**config.mk**
```make
export PLATFORM = sky130hd
export DESIGN_NAME = hirose_msg_padder
export DESIGN_NICKNAME = d
export VERILOG_FILES = /design/src/rtl/hirose_msg_padder.sv
export SDC_FILE = /design/constraint.sdc
export NUM_CORES = 1
export LEC_CHECK = 0
export ABC_AREA = 1
export BUFFER_PORTS_ARGS = -buffer_cell sky130_fd_sc_hd__buf_4
export CAP_MARGIN = 40
export CORE_MARGIN = 2
export CORE_UTILIZATION = 53
export DETAILED_ROUTE_END_ITERATION = 10
export GPL_TIMING_DRIVEN = 0
export PLACE_DENSITY = 0.73
export SYNTH_ARGS = -nofsm -noshare
export SYNTH_HDL_FRONTEND = slang
export SYNTH_SLANG_ARGS = --single-unit
```
**constraint.sdc**
```tcl
create_clock -name clk -period 2.1 [get_ports clk]
set_input_delay 0.42 -clock clk [delete_from_list [all_inputs] [get_ports clk]]
set_output_delay 0.42 -clock clk [all_outputs]
set_load 0.005 [all_outputs]
```
**src/rtl/hirose_msg_padder.sv**
```systemverilog
// rtl/hirose_msg_padder.sv - byte-to-64-bit block packer with Merkle-Damgard padding
module hirose_msg_padder (
    input  logic        clk,
    input  logic        rst,
    input  logic        in_valid,
    output logic        in_ready,
    input  logic [7:0]  in_byte,
    input  logic        in_last,
    output logic        out_valid,
    input  logic        out_ready,
    output logic [63:0] out_block,
    output logic        out_last,
    output logic        busy
);
    typedef enum logic [2:0] {
        ABSORB,
        EMIT_DATA,
        PAD,
        EMIT_PAD,
        EMIT_LEN
    } state_t;

    state_t      state_q, state_d;
    logic [63:0] buf_q, buf_d;
    logic [2:0]  idx_q, idx_d;
    logic [60:0] cnt_q, cnt_d;
    logic        pad_pend_q, pad_pend_d;
    logic        busy_q, busy_d;
    logic        in_ready_q, in_ready_d;
    logic        out_valid_q, out_valid_d;
    logic        out_last_q, out_last_d;

    logic        in_fire;
    logic        out_fire;
    logic [5:0]  byte_shift;
    logic [63:0] byte_word;
    logic [63:0] mark_word;

    assign in_fire    = in_valid && in_ready_q;
    assign out_fire   = out_valid_q && out_ready;
    assign byte_shift = {idx_q, 3'b000};
    assign byte_word  = {in_byte, 56'd0} >> byte_shift;
    // Marker lands in the byte after the last data byte; only used when idx < 7.
    assign mark_word  = {8'h80, 56'd0} >> (byte_shift + 6'd8);

    always_comb begin
        state_d    = state_q;
        buf_d      = buf_q;
        idx_d      = idx_q;
        cnt_d      = cnt_q;
        pad_pend_d = pad_pend_q;
        busy_d     = busy_q;
        case (state_q)
            ABSORB: begin
                if (in_fire) begin
                    buf_d  = buf_q | byte_word;
                    idx_d  = idx_q + 3'd1;
                    cnt_d  = cnt_q + 61'd1;
                    busy_d = 1'b1;
                    if (idx_q == 3'd7) begin
                        state_d    = EMIT_DATA;
                        pad_pend_d = in_last;
                    end else if (in_last) begin
                        buf_d   = buf_q | byte_word | mark_word;
                        state_d = EMIT_PAD;
                    end
                end
            end
            EMIT_DATA: begin
                if (out_fire) begin
                    buf_d      = 64'd0;
                    idx_d      = 3'd0;
                    pad_pend_d = 1'b0;
                    state_d    = pad_pend_q ? PAD : ABSORB;
                end
            end
            PAD: begin
                buf_d   = 64'h8000_0000_0000_0000;
                state_d = EMIT_PAD;
            end
            EMIT_PAD: begin
                if (out_fire) begin
                    buf_d   = {cnt_q, 3'b000};
                    state_d = EMIT_LEN;
                end
            end
            EMIT_LEN: begin
                if (out_fire) begin
                    buf_d   = 64'd0;
                    idx_d   = 3'd0;
                    cnt_d   = 61'd0;
                    busy_d  = 1'b0;
                    state_d = ABSORB;
                end
            end
            default: state_d = ABSORB;
        endcase
        in_ready_d  = (state_d == ABSORB);
        out_valid_d = (state_d == EMIT_DATA) || (state_d == EMIT_PAD) || (state_d == EMIT_LEN);
        out_last_d  = (state_d == EMIT_LEN);
    end

    always_ff @(posedge clk or negedge rst) begin
        if (!rst) begin
            state_q     <= ABSORB;
            buf_q       <= 64'd0;
            idx_q       <= 3'd0;
            cnt_q       <= 61'd0;
            pad_pend_q  <= 1'b0;
            busy_q      <= 1'b0;
            in_ready_q  <= 1'b0;
            out_valid_q <= 1'b0;
            out_last_q  <= 1'b0;
        end else begin
            state_q     <= state_d;
            buf_q       <= buf_d;
            idx_q       <= idx_d;
            cnt_q       <= cnt_d;
            pad_pend_q  <= pad_pend_d;
            busy_q      <= busy_d;
            in_ready_q  <= in_ready_d;
            out_valid_q <= out_valid_d;
            out_last_q  <= out_last_d;
        end
    end

    assign in_ready  = in_ready_q;
    assign out_valid = out_valid_q;
    assign out_block = buf_q;
    assign out_last  = out_last_q;
    assign busy      = busy_q;
endmodule
```
Word level (Yosys, flattened, before mapping)
Cells that the tools add are included.
{ "op_classes": {"addsub": 3, "n_eq_ne": 14, "shift": 2, "muxes": 26, "bitwise_logic": 2, "reduce_logical": 15} }
{ "ops": {"columns": ["operator", "count"], "rows": [
  ["$mux W64", 5],
  ["$pmux W64 S4", 1],
  ["$or A64 B64 Y64", 2],
  ["$mux W61", 2],
  ["$pmux W61 S2", 1],
  ["$shr A64 B6 Y64", 1],
  ["$shr A64 B6 Y64 const A", 1],
  ["$add A61 B1 Y61 const B", 1],
  ["$mux W3", 8],
  ["$pmux W3 S5", 1],
  ["$ne A2 B2 Y1 const B", 5],
  ["$eq A3 B2 Y1 const B", 3],
  ["$eq A3 B3 Y1 const B", 3],
  ["$reduce_and A4 Y1", 2],
  ["$add A6 B4 Y6 const B", 1],
  ["$eq A3 B1 Y1 const B", 2],
  ["$logic_not A3 Y1", 2],
  ["$pmux W3 S2", 1],
  ["$reduce_and A3 Y1", 2],
  ["$reduce_bool A2 Y1", 3],
  ["$mux W1", 4],
  ["$pmux W1 S2", 2],
  ["$reduce_bool A4 Y1", 1],
  ["$add A3 B1 Y3 const B", 1],
  ["other kinds (5)", 7]
]} }
{ "totals": {"register_bits": 136, "inputBits": 13, "out_inout_bits": 68, "word_cells": 71} }

Logic depth before layout (Yosys ltp)
Gate-level depths: netlist of run 1.
{ "depth": {"depth_word": 7, "mapped_depth": 11} }

Least setup slack after synthesis of run 1
No wires, ideal clock.
{ "synth_timing": {"path_type": "flip-flop to flip-flop", "from": "reg idx_q[0]", "to": "reg buf_q[23], in the netlist out_block[23]", "setup_time_ns": 0.116, "t_arrival_ns": 1.635, "slack_ns": 0.349, "stages_incl_launch_ff": 11, "path_cell_list": "dfrtp_1 -> clkbuf_1 -> clkinv_1 -> clkbuf_1 -> ha_1 -> inv_1 -> o21ai_0 -> nand2_1 -> o21ai_0 -> nand2_1 -> nand2_1"} }
{ "synth_between": {"elab_chain_cells": 7, "word_cells_on_any_way": 10, "cone_classes": "1 x add/sub; 1 x eq/ne; 2 x shift; 4 x mux; 2 x bitwise"} }
{ "synth_lines": {"columns": ["element", "line", "text"], "rows": [
  ["start: declaration", "25", "logic [2:0] idx_q, idx_d;"],
  ["start signal: assignment", "117", "idx_q <= idx_d;"],
  ["$add A6 B4 Y6 / $shr A64 B6 Y64 (equally long branches)", "44, 42", null],
  ["$shr A64 B6 Y64 / $or A64 B64 Y64 (equally long branches)", "44, 56, 64", null],
  ["$or A64 B64 Y64", "64", "buf_d = buf_q | byte_word | mark_word;"],
  ["$mux W64", "63", "end else if (in_last) begin"],
  ["$mux W64 *", "60", "if (idx_q == 3'd7) begin"],
  ["$mux W64 *", "55", "if (in_fire) begin"],
  ["$pmux W64 S4 *", "53", "case (state_q)"],
  ["end signal: assignment", "116", "buf_q <= buf_d;"],
  ["end: declaration", "24", "logic [63:0] buf_q, buf_d;"]
]} }
Mark *: on every way between the ends. The rest lies on a longest branch, timed or not. The select of a mux whose other input is x is not followed.
A chain may end at the register's enable or synchronous reset.

Worst setup path after layout of run 1
{ "layout_timing": {"from": "reg state_q[0]", "to": "reg buf_q[3], in the netlist out_block[3]"} }
{ "layout_between": {"elab_chain_cells": 4, "word_cells_on_any_way": 12, "cone_classes": "7 x eq/ne; 1 x mux; 4 x reduce/logical"} }
{ "layout_lines": {"columns": ["element", "line", "text"], "rows": [
  ["start: declaration", "23", "state_t state_q, state_d;"],
  ["start signal: assignment", "115", "state_q <= state_d;"],
  ["$eq A3 B3 Y1 / $eq A3 B1 Y1 (equally long branches)", "53", null],
  ["$reduce_or A2 Y1 (no source line)", null, null],
  ["$ne A2 B1 Y1 (no source line) / $reduce_bool A4 Y1 (equally long branches)", null, null],
  ["$reduce_and A4 Y1 (no source line)", null, null]
]} }
Parallel ways exist; a longest one is shown, timed or not.

==> results.tsv, run 1 <==
stage	metric	value	unit
sta	period_needed	1.983	ns
grt	grt_max_degree	78	
clocking	worstSkewPairLatency	0.43	ns
power	powerDensity	1228	nW/um^2
detailed_routing	wirelength	27410	um
placed_design	gp_congestion	1.059	
sta	fmax	504.2	MHz
job	cap_violations	0	
synthesis	synth_edf_count	0	
sta	maxSlewViolCount	0	
synthesis	syn_inst	1185	
detailed_routing	final_antenna_net_count	0	
detailed_routing	drc	0	
synthesis	synthTopCellsByArea	dfrtp_1 (43%), nand2_1 (19%), nor2_1 (6.4%)	
synthesis	synth_ff_type	dfrtp_1	
cells_and_area	final_util	65.50	%
cells_and_area	insertedDiodeCount	0	
synthesis	ys_types	33	
placed_design	hpwl	21090	um
synthesis	ys_seq_area_share	42.74	%
clocking	cts_setup_buffers	0	
synthesis	synth_common_cells	nand2_1 (398), dfrtp_1 (136), nor2_1 (135), inv_1 (128), nand3_1 (95)	
detailed_routing	wire_per_inst	18.49	um
sta	clock_skew	0.008610	ns
worst_setup_path	required	2.41	ns
worst_setup_path	cp-start-kind	register	
clocking	h-tree-depth	4	
synthesis	syn_avg_cell_area	6.720	um^2
placed_design	place_area	8825	um^2
synthesis	netlist_area	7963	um^2
worst_setup_path	path_class	reg -> reg	
sta	grt_setup_unrepaired	yes	
floorplanning	num_rows	44	
outcome	status	complete, no violations	
cells_and_area	drive_gt1_share	13.56	%
floorplanning	die-area	16020	um^2
sta	period_share	94.44	%
sta	worstMarginPinSlew	0.7168	ns
clocking	cts_tree	done	
clocking	clock_path_buffers	2	
detailed_routing	vias	8449	
clocking	cts_sinks	136	
cells_and_area	final_area	9555	um^2
power	vdd_drop_max	0.5971	mV
synthesis	synth_top_cell_by_area	dfrtp_1	
grt	grt_remaining_overflow	0	
floorplanning	die_w	126.6	um
detailed_routing	drt-initial-drc-count	953	
placed_design	port_buffers	80	
floorplanning	die_h	126.6	um
grt	grt.total_usage	35.16	%
clocking	cts_root_buf	clkbuf_16	
clocking	clkSlewWorstSetupHoldPaths	0.06	ns
sta	fin_setup_tns	0	ns
detailed_routing	firstDrtPassIters	6	
floorplanning	ios	81	
synthesis	synth_top_area_share	42.74	%
synthesis	syn_nets	1205	
sta	setup_viol	0	
sta	hold_slack	0.3314	ns
sta	finalHoldViolCount	0	
grt	grt_pass1_vias	7794	
worst_setup_path	worstPathArrival	2.30	ns
sta	relSlewSlack	52.21	%
cells_and_area	nets	1305	
synthesis	yosysWarnings	0	
synthesis	yosysMostFrequentCell	nand2_1	
worst_setup_path	cp_max_fo	10	
clocking	numCtsBuffers	17	
floorplanning	core_area	14590	um^2
grt	antenna_found_initial	0	
cells_and_area	syn2layout_area_growth	20.00	%
floorplanning	start_util	54.58	%
worst_setup_path	cp-end-kind	register	
synthesis	async_reset_ff_share	100.0	%
synthesis	ys_ff_latch	136	
cells_and_area	n_fill_cell	1381	
power	p_total	11.74	mW
detailed_routing	viasPerCell	5.701	
worst_hold_path	hp-class	in -> reg	
grt	grt_pass1_wl	42890	um
power	p_leak	4.750	nW
layer usage:
metal	track usage [%]	share of wire [%]	vias up
li1	-	-	3997
met1	48.87	42	3968
met2	55.84	46	413
met3	6.158	8.3	71
met4	12.48	3.3	0
met5	0	0	-
power breakdown:
| part | internal, mW | switching (mW) | total (mW) |
|---|---|---|---|
| logic | 1.52 | 3.26 | 4.77 |
| clock network | 2.04 | 1.18 | 3.23 |
| registers | 3.26 | 0.474 | 3.73 |
| total | 6.82 | 4.92 | 11.7 |
flip-flops by register name (all words and copies together) (netlist names):
signal	cells
out_block	64
cnt_q	61
idx_q	3
state_q	3
busy	1
in_ready	1
out_last	1
out_valid	1
pad_pend_q	1
worst paths after layout:
kind / from / cells past startpoint / end / slack (ns)
worst max register to register: state_q[0] / 7 / out_block[3] / 0.12
worst max-delay path: state_q[0] / 7 / out_block[3] / 0.12
max in group asynchronous: rst / 3 / out_block[2] / 0.75
worst min register to register: out_block[50] / 2 / out_block[50] / 0.47
worst min-delay path: in_last / 3 / pad_pend_q / 0.33
min in group asynchronous: rst / 2 / cnt_q[14] / 0.57
layout make-up:
type / instances / area (um^2) / share of cell area (%)
flip-flops and latches: 136 / 3405 / 35.63
plain buffers: 45 / 209.0 / 2.187
repair buffers: 82 / 641.9 / 6.717
clock inverters: 12 / 172.7 / 1.807
inverters: 136 / 514.2 / 5.382
well taps: 184 / 230.2 / 2.409
multi-input cells: 867 / 3926 / 41.09
clock buffers: 20 / 456.7 / 4.779
what timing repair did:
item                                    CTS  global route
hold buffers                              1             0
gates cloned                              0             0
endpoints found under the setup margin   40           105
gates resized for setup                   4            34
hold endpoints to repair                 31             0
per-stage QoR:
| step | setup WS, ns | std cells |
|---|---|---|
| global route | -0.004055 | 1482 |
| global placement | -0.2192 | 1449 |
| floorplan | 0.3489 | 1185 |
| detailed placement | -0.2262 | 1450 |
| finish | 0.1168 | 1482 |
| CTS | 0.01585 | 1483 |
cells by family (layout without fill, tap and decap cells):
| kind of cell | count (synthesis) | count (layout) | share of synthesized area [%] |
|---|---|---|---|
| AO/OA/AOI/OAI | 138 | 138 | 9.067 |
| multiplexers | 2 | 2 | 0.2828 |
| flip-flops | 136 | 136 | 42.74 |
| adder cells (fa/ha/maj) | 7 | 7 | 1.100 |
| XOR/XNOR | 1 | 1 | 0.1100 |
| buffers and inverters | 182 | 295 | 8.925 |
| AND/OR/NAND/NOR | 719 | 719 | 37.78 |
critical path, stage by stage (launching register included):
cell and delay (ns):
dfrtp_1 0.41, buf_2 0.20, nand2_1 0.12, buf_2 0.26, clkbuf_1 0.43, nor2_1 0.16
o21ai_1 0.21, nand2_1 0.07
cell usage in the layout (no fill, tap or decap), types with 3 or more instances in the layout:
cell and n:
nand4_1 31, bufinv_16 4, clkbuf_2 5, o21ai_1 26, a21oi_1 15, clkbuf_1 14
buf_2 21, nand3_1 93, o21ai_0 78, nor2_1 128, and2_1 3, clkbuf_16 17
nor3_1 40, buf_4 79, buf_1 4, clkinv_2 5, nor2_2 10, inv_2 4
o22ai_1 14, nand2_2 4, ha_1 7, dfrtp_1 135, nor2_4 7, inv_1 128
nand2_1 395
No activity file was read; power rests on OpenSTA's default activity.
==> run 2: changes to the inputs <==
Settings changed: CORE_ASPECT_RATIO from default to 0.8.
==> run 2 against run 1 <==
  * Sequential share of layout area is 0.25 points lower
  * Count of clock-buffer cells in the layout shrank 1
  * Global-route usage is 0.70 points higher
  * Register-to-register slack got worse by 0.05 ns
  * Wire length up 1.5%
  * Largest power group unchanged
==> results.tsv, run 2 (same netlist as run 1, synthesis figures left out) <==
stage	metric	value	unit	change
sta	maxSlewViolCount	0		unchanged
clocking	cts_sinks	136		unchanged
sta	relSlewSlack	50.46	%	-1.8 points
cells_and_area	final_util	64.76	%	-0.73 points
power	powerDensity	1243	nW/um^2	+1.2%
clocking	cts_root_buf	clkbuf_16		
placed_design	pre_cts_slack	-0.2640	ns	-0.03781 ns
floorplanning	die_h	113.6	um	-10%
placed_design	hpwl	21430	um	+1.6%
clocking	cts_tree	done		
job	cap_violations	0		unchanged
detailed_routing	drt-initial-drc-count	1006		+5.6%
floorplanning	die-area	16030	um^2	about the same
worst_setup_path	required	2.42	ns	about the same
cells_and_area	nets	1308		+0.23%
floorplanning	ios	81		unchanged
cells_and_area	mostFrequentLayoutCell	nand2_1		
floorplanning	start_util	53.57	%	-1.0 points
clocking	clkSlewWorstSetupHoldPaths	0.07	ns	about the same
worst_setup_path	cp_max_fo	11		+1
cells_and_area	final_cell_mix	nand2_1 (396), dfrtp_1 (134), inv_1 (128)		
grt	grt_max_degree	78		unchanged
floorplanning	core_area	14860	um^2	+1.9%
clocking	worstSkewPairLatency	0.43	ns	about the same
cells_and_area	largest_register_ffs	64		unchanged
detailed_routing	wire_per_inst	18.67	um	+0.95%
placed_design	gp_congestion	1.023		-3.4%
clocking	numCtsBuffers	17		unchanged
worst_hold_path	hp-class	in -> reg		
clocking	h-tree-depth	4		unchanged
sta	fmax	492.8	MHz	-2.3%
cells_and_area	insertedDiodeCount	0		unchanged
floorplanning	die_w	141.0	um	+11%
grt	grt_remaining_overflow	0		unchanged
sta	clock_skew	0.01230	ns	+0.003692 ns
sta	setup_viol	0		unchanged
placed_design	port_buffers	80		unchanged
worst_setup_path	cp-start-kind	register		
grt	grt.total_usage	35.86	%	+0.70 points
detailed_routing	firstDrtPassIters	6		unchanged
detailed_routing	final_antenna_net_count	0		unchanged
grt	grt_pass1_wl	43130	um	+0.56%
grt	antenna_found_initial	0		unchanged
sta	period_needed	2.029	ns	+0.04620 ns
floorplanning	num_rows	40		-9.1%
grt	grt_pass1_vias	7661		-1.7%
sta	period_share	96.64	%	+2.2 points
cells_and_area	drive_gt1_share	14.45	%	+0.89 points
clocking	clock_path_buffers	2		unchanged
worst_setup_path	cp-end-kind	register		
detailed_routing	viasPerCell	5.626		-1.3%
worst_setup_path	worstPathArrival	2.35	ns	+0.05 ns
cells_and_area	syn2layout_area_growth	20.90	%	
sta	worstMarginPinSlew	0.7431	ns	+0.02626 ns
sta	worst_slack	0.07060	ns	-0.04620 ns
detailed_routing	wirelength	27820	um	+1.5%
detailed_routing	drc	0		unchanged
worst_setup_path	path_class	reg -> reg		
power	p_total	11.96	mW	+1.9%
power	p_leak	4.787	nW	+0.78%
power	vdd_drop_max	0.6913	mV	+16%
sta	finalHoldViolCount	0		unchanged
outcome	status	complete, no violations		
detailed_routing	vias	8383		-0.78%
==> run 2: worst paths after layout <==
| path | startpoint | endpoint | slack [ns] | cells past startpoint |
|---|---|---|---|---|
| hold / removal | in_last | pad_pend_q | 0.34 | 3 |
| max in group asynchronous | rst | cnt_q[5] | 0.78 | 3 |
| hold reg to reg | out_block[8] | out_block[8] | 0.47 | 2 |
| setup / recovery | idx_q[0] | out_block[39] | 0.07 | 10 |
| setup reg to reg | idx_q[0] | out_block[39] | 0.07 | 10 |
| min in group asynchronous | rst | out_block[11] | 0.55 | 2 |
==> run 2: layout make-up <==
| cell class | instances | area [um^2] |
|---|---|---|
| fill | 1425 | 5238 |
| multi-input combinational | 867 | 3940 |
| sequential | 136 | 3406 |
| timing repair buffer | 84 | 656.9 |
| inverter | 136 | 519.2 |
| clock buffer | 19 | 442.9 |
| tap | 189 | 236.5 |
| buffer | 46 | 231.5 |
| clock inverter | 13 | 193.9 |
==> run 2: power breakdown <==
part | switching [mW] | total (mW) | internal, mW | leakage, nW
Sequential | 0.492 | 3.75 | 3.26 | 1.77
Clock | 1.21 | 3.24 | 2.03 | 0.309
Combinational | 3.38 | 4.97 | 1.59 | 2.71
==> run 2: per-stage QoR <==
| stage | hold WS (ns) | area [um^2] | TNS [ns] | std cells |
|---|---|---|---|---|
| floorplan | 0.1244 | 7963 | 0 | 1185 |
| global placement | 0.4561 | 8800 | -5.156 | 1454 |
| detailed placement | 0.4204 | 8831 | -5.724 | 1455 |
| CTS | 0.3335 | 9503 | -0.003824 | 1488 |
| global route | 0.3744 | 9627 | -0.005424 | 1490 |
| finish | 0.3408 | 9627 | 0 | 1490 |
==> run 2: routing by layer <==
layer | routed length [um] | global-route usage, %
met1 | 12290 | 52.36
met2 | 11750 | 52.65
met3 | 2988 | 8.606
met4 | 787 | 12.33
met5 | 0 | 0
==> run 2: timing repair <==
action | in CTS | in global routing
resized for setup | 11 | 47
hold buffers | 1 | 0
buffers inserted | 0 | 2
setup endpoints to repair | 61 | 91
hold endpoints to repair | 59 | 0
==> run 2: critical path, stage by stage (launching register included) <==
cell and delay, ns:
dfrtp_1 0.39, clkbuf_2 0.25, clkinv_2 0.20, clkbuf_2 0.26, ha_1 0.25, inv_1 0.07, o22ai_1 0.08, nand2_1 0.13
o21ai_0 0.13, nand2_1 0.11, nand2_1 0.06
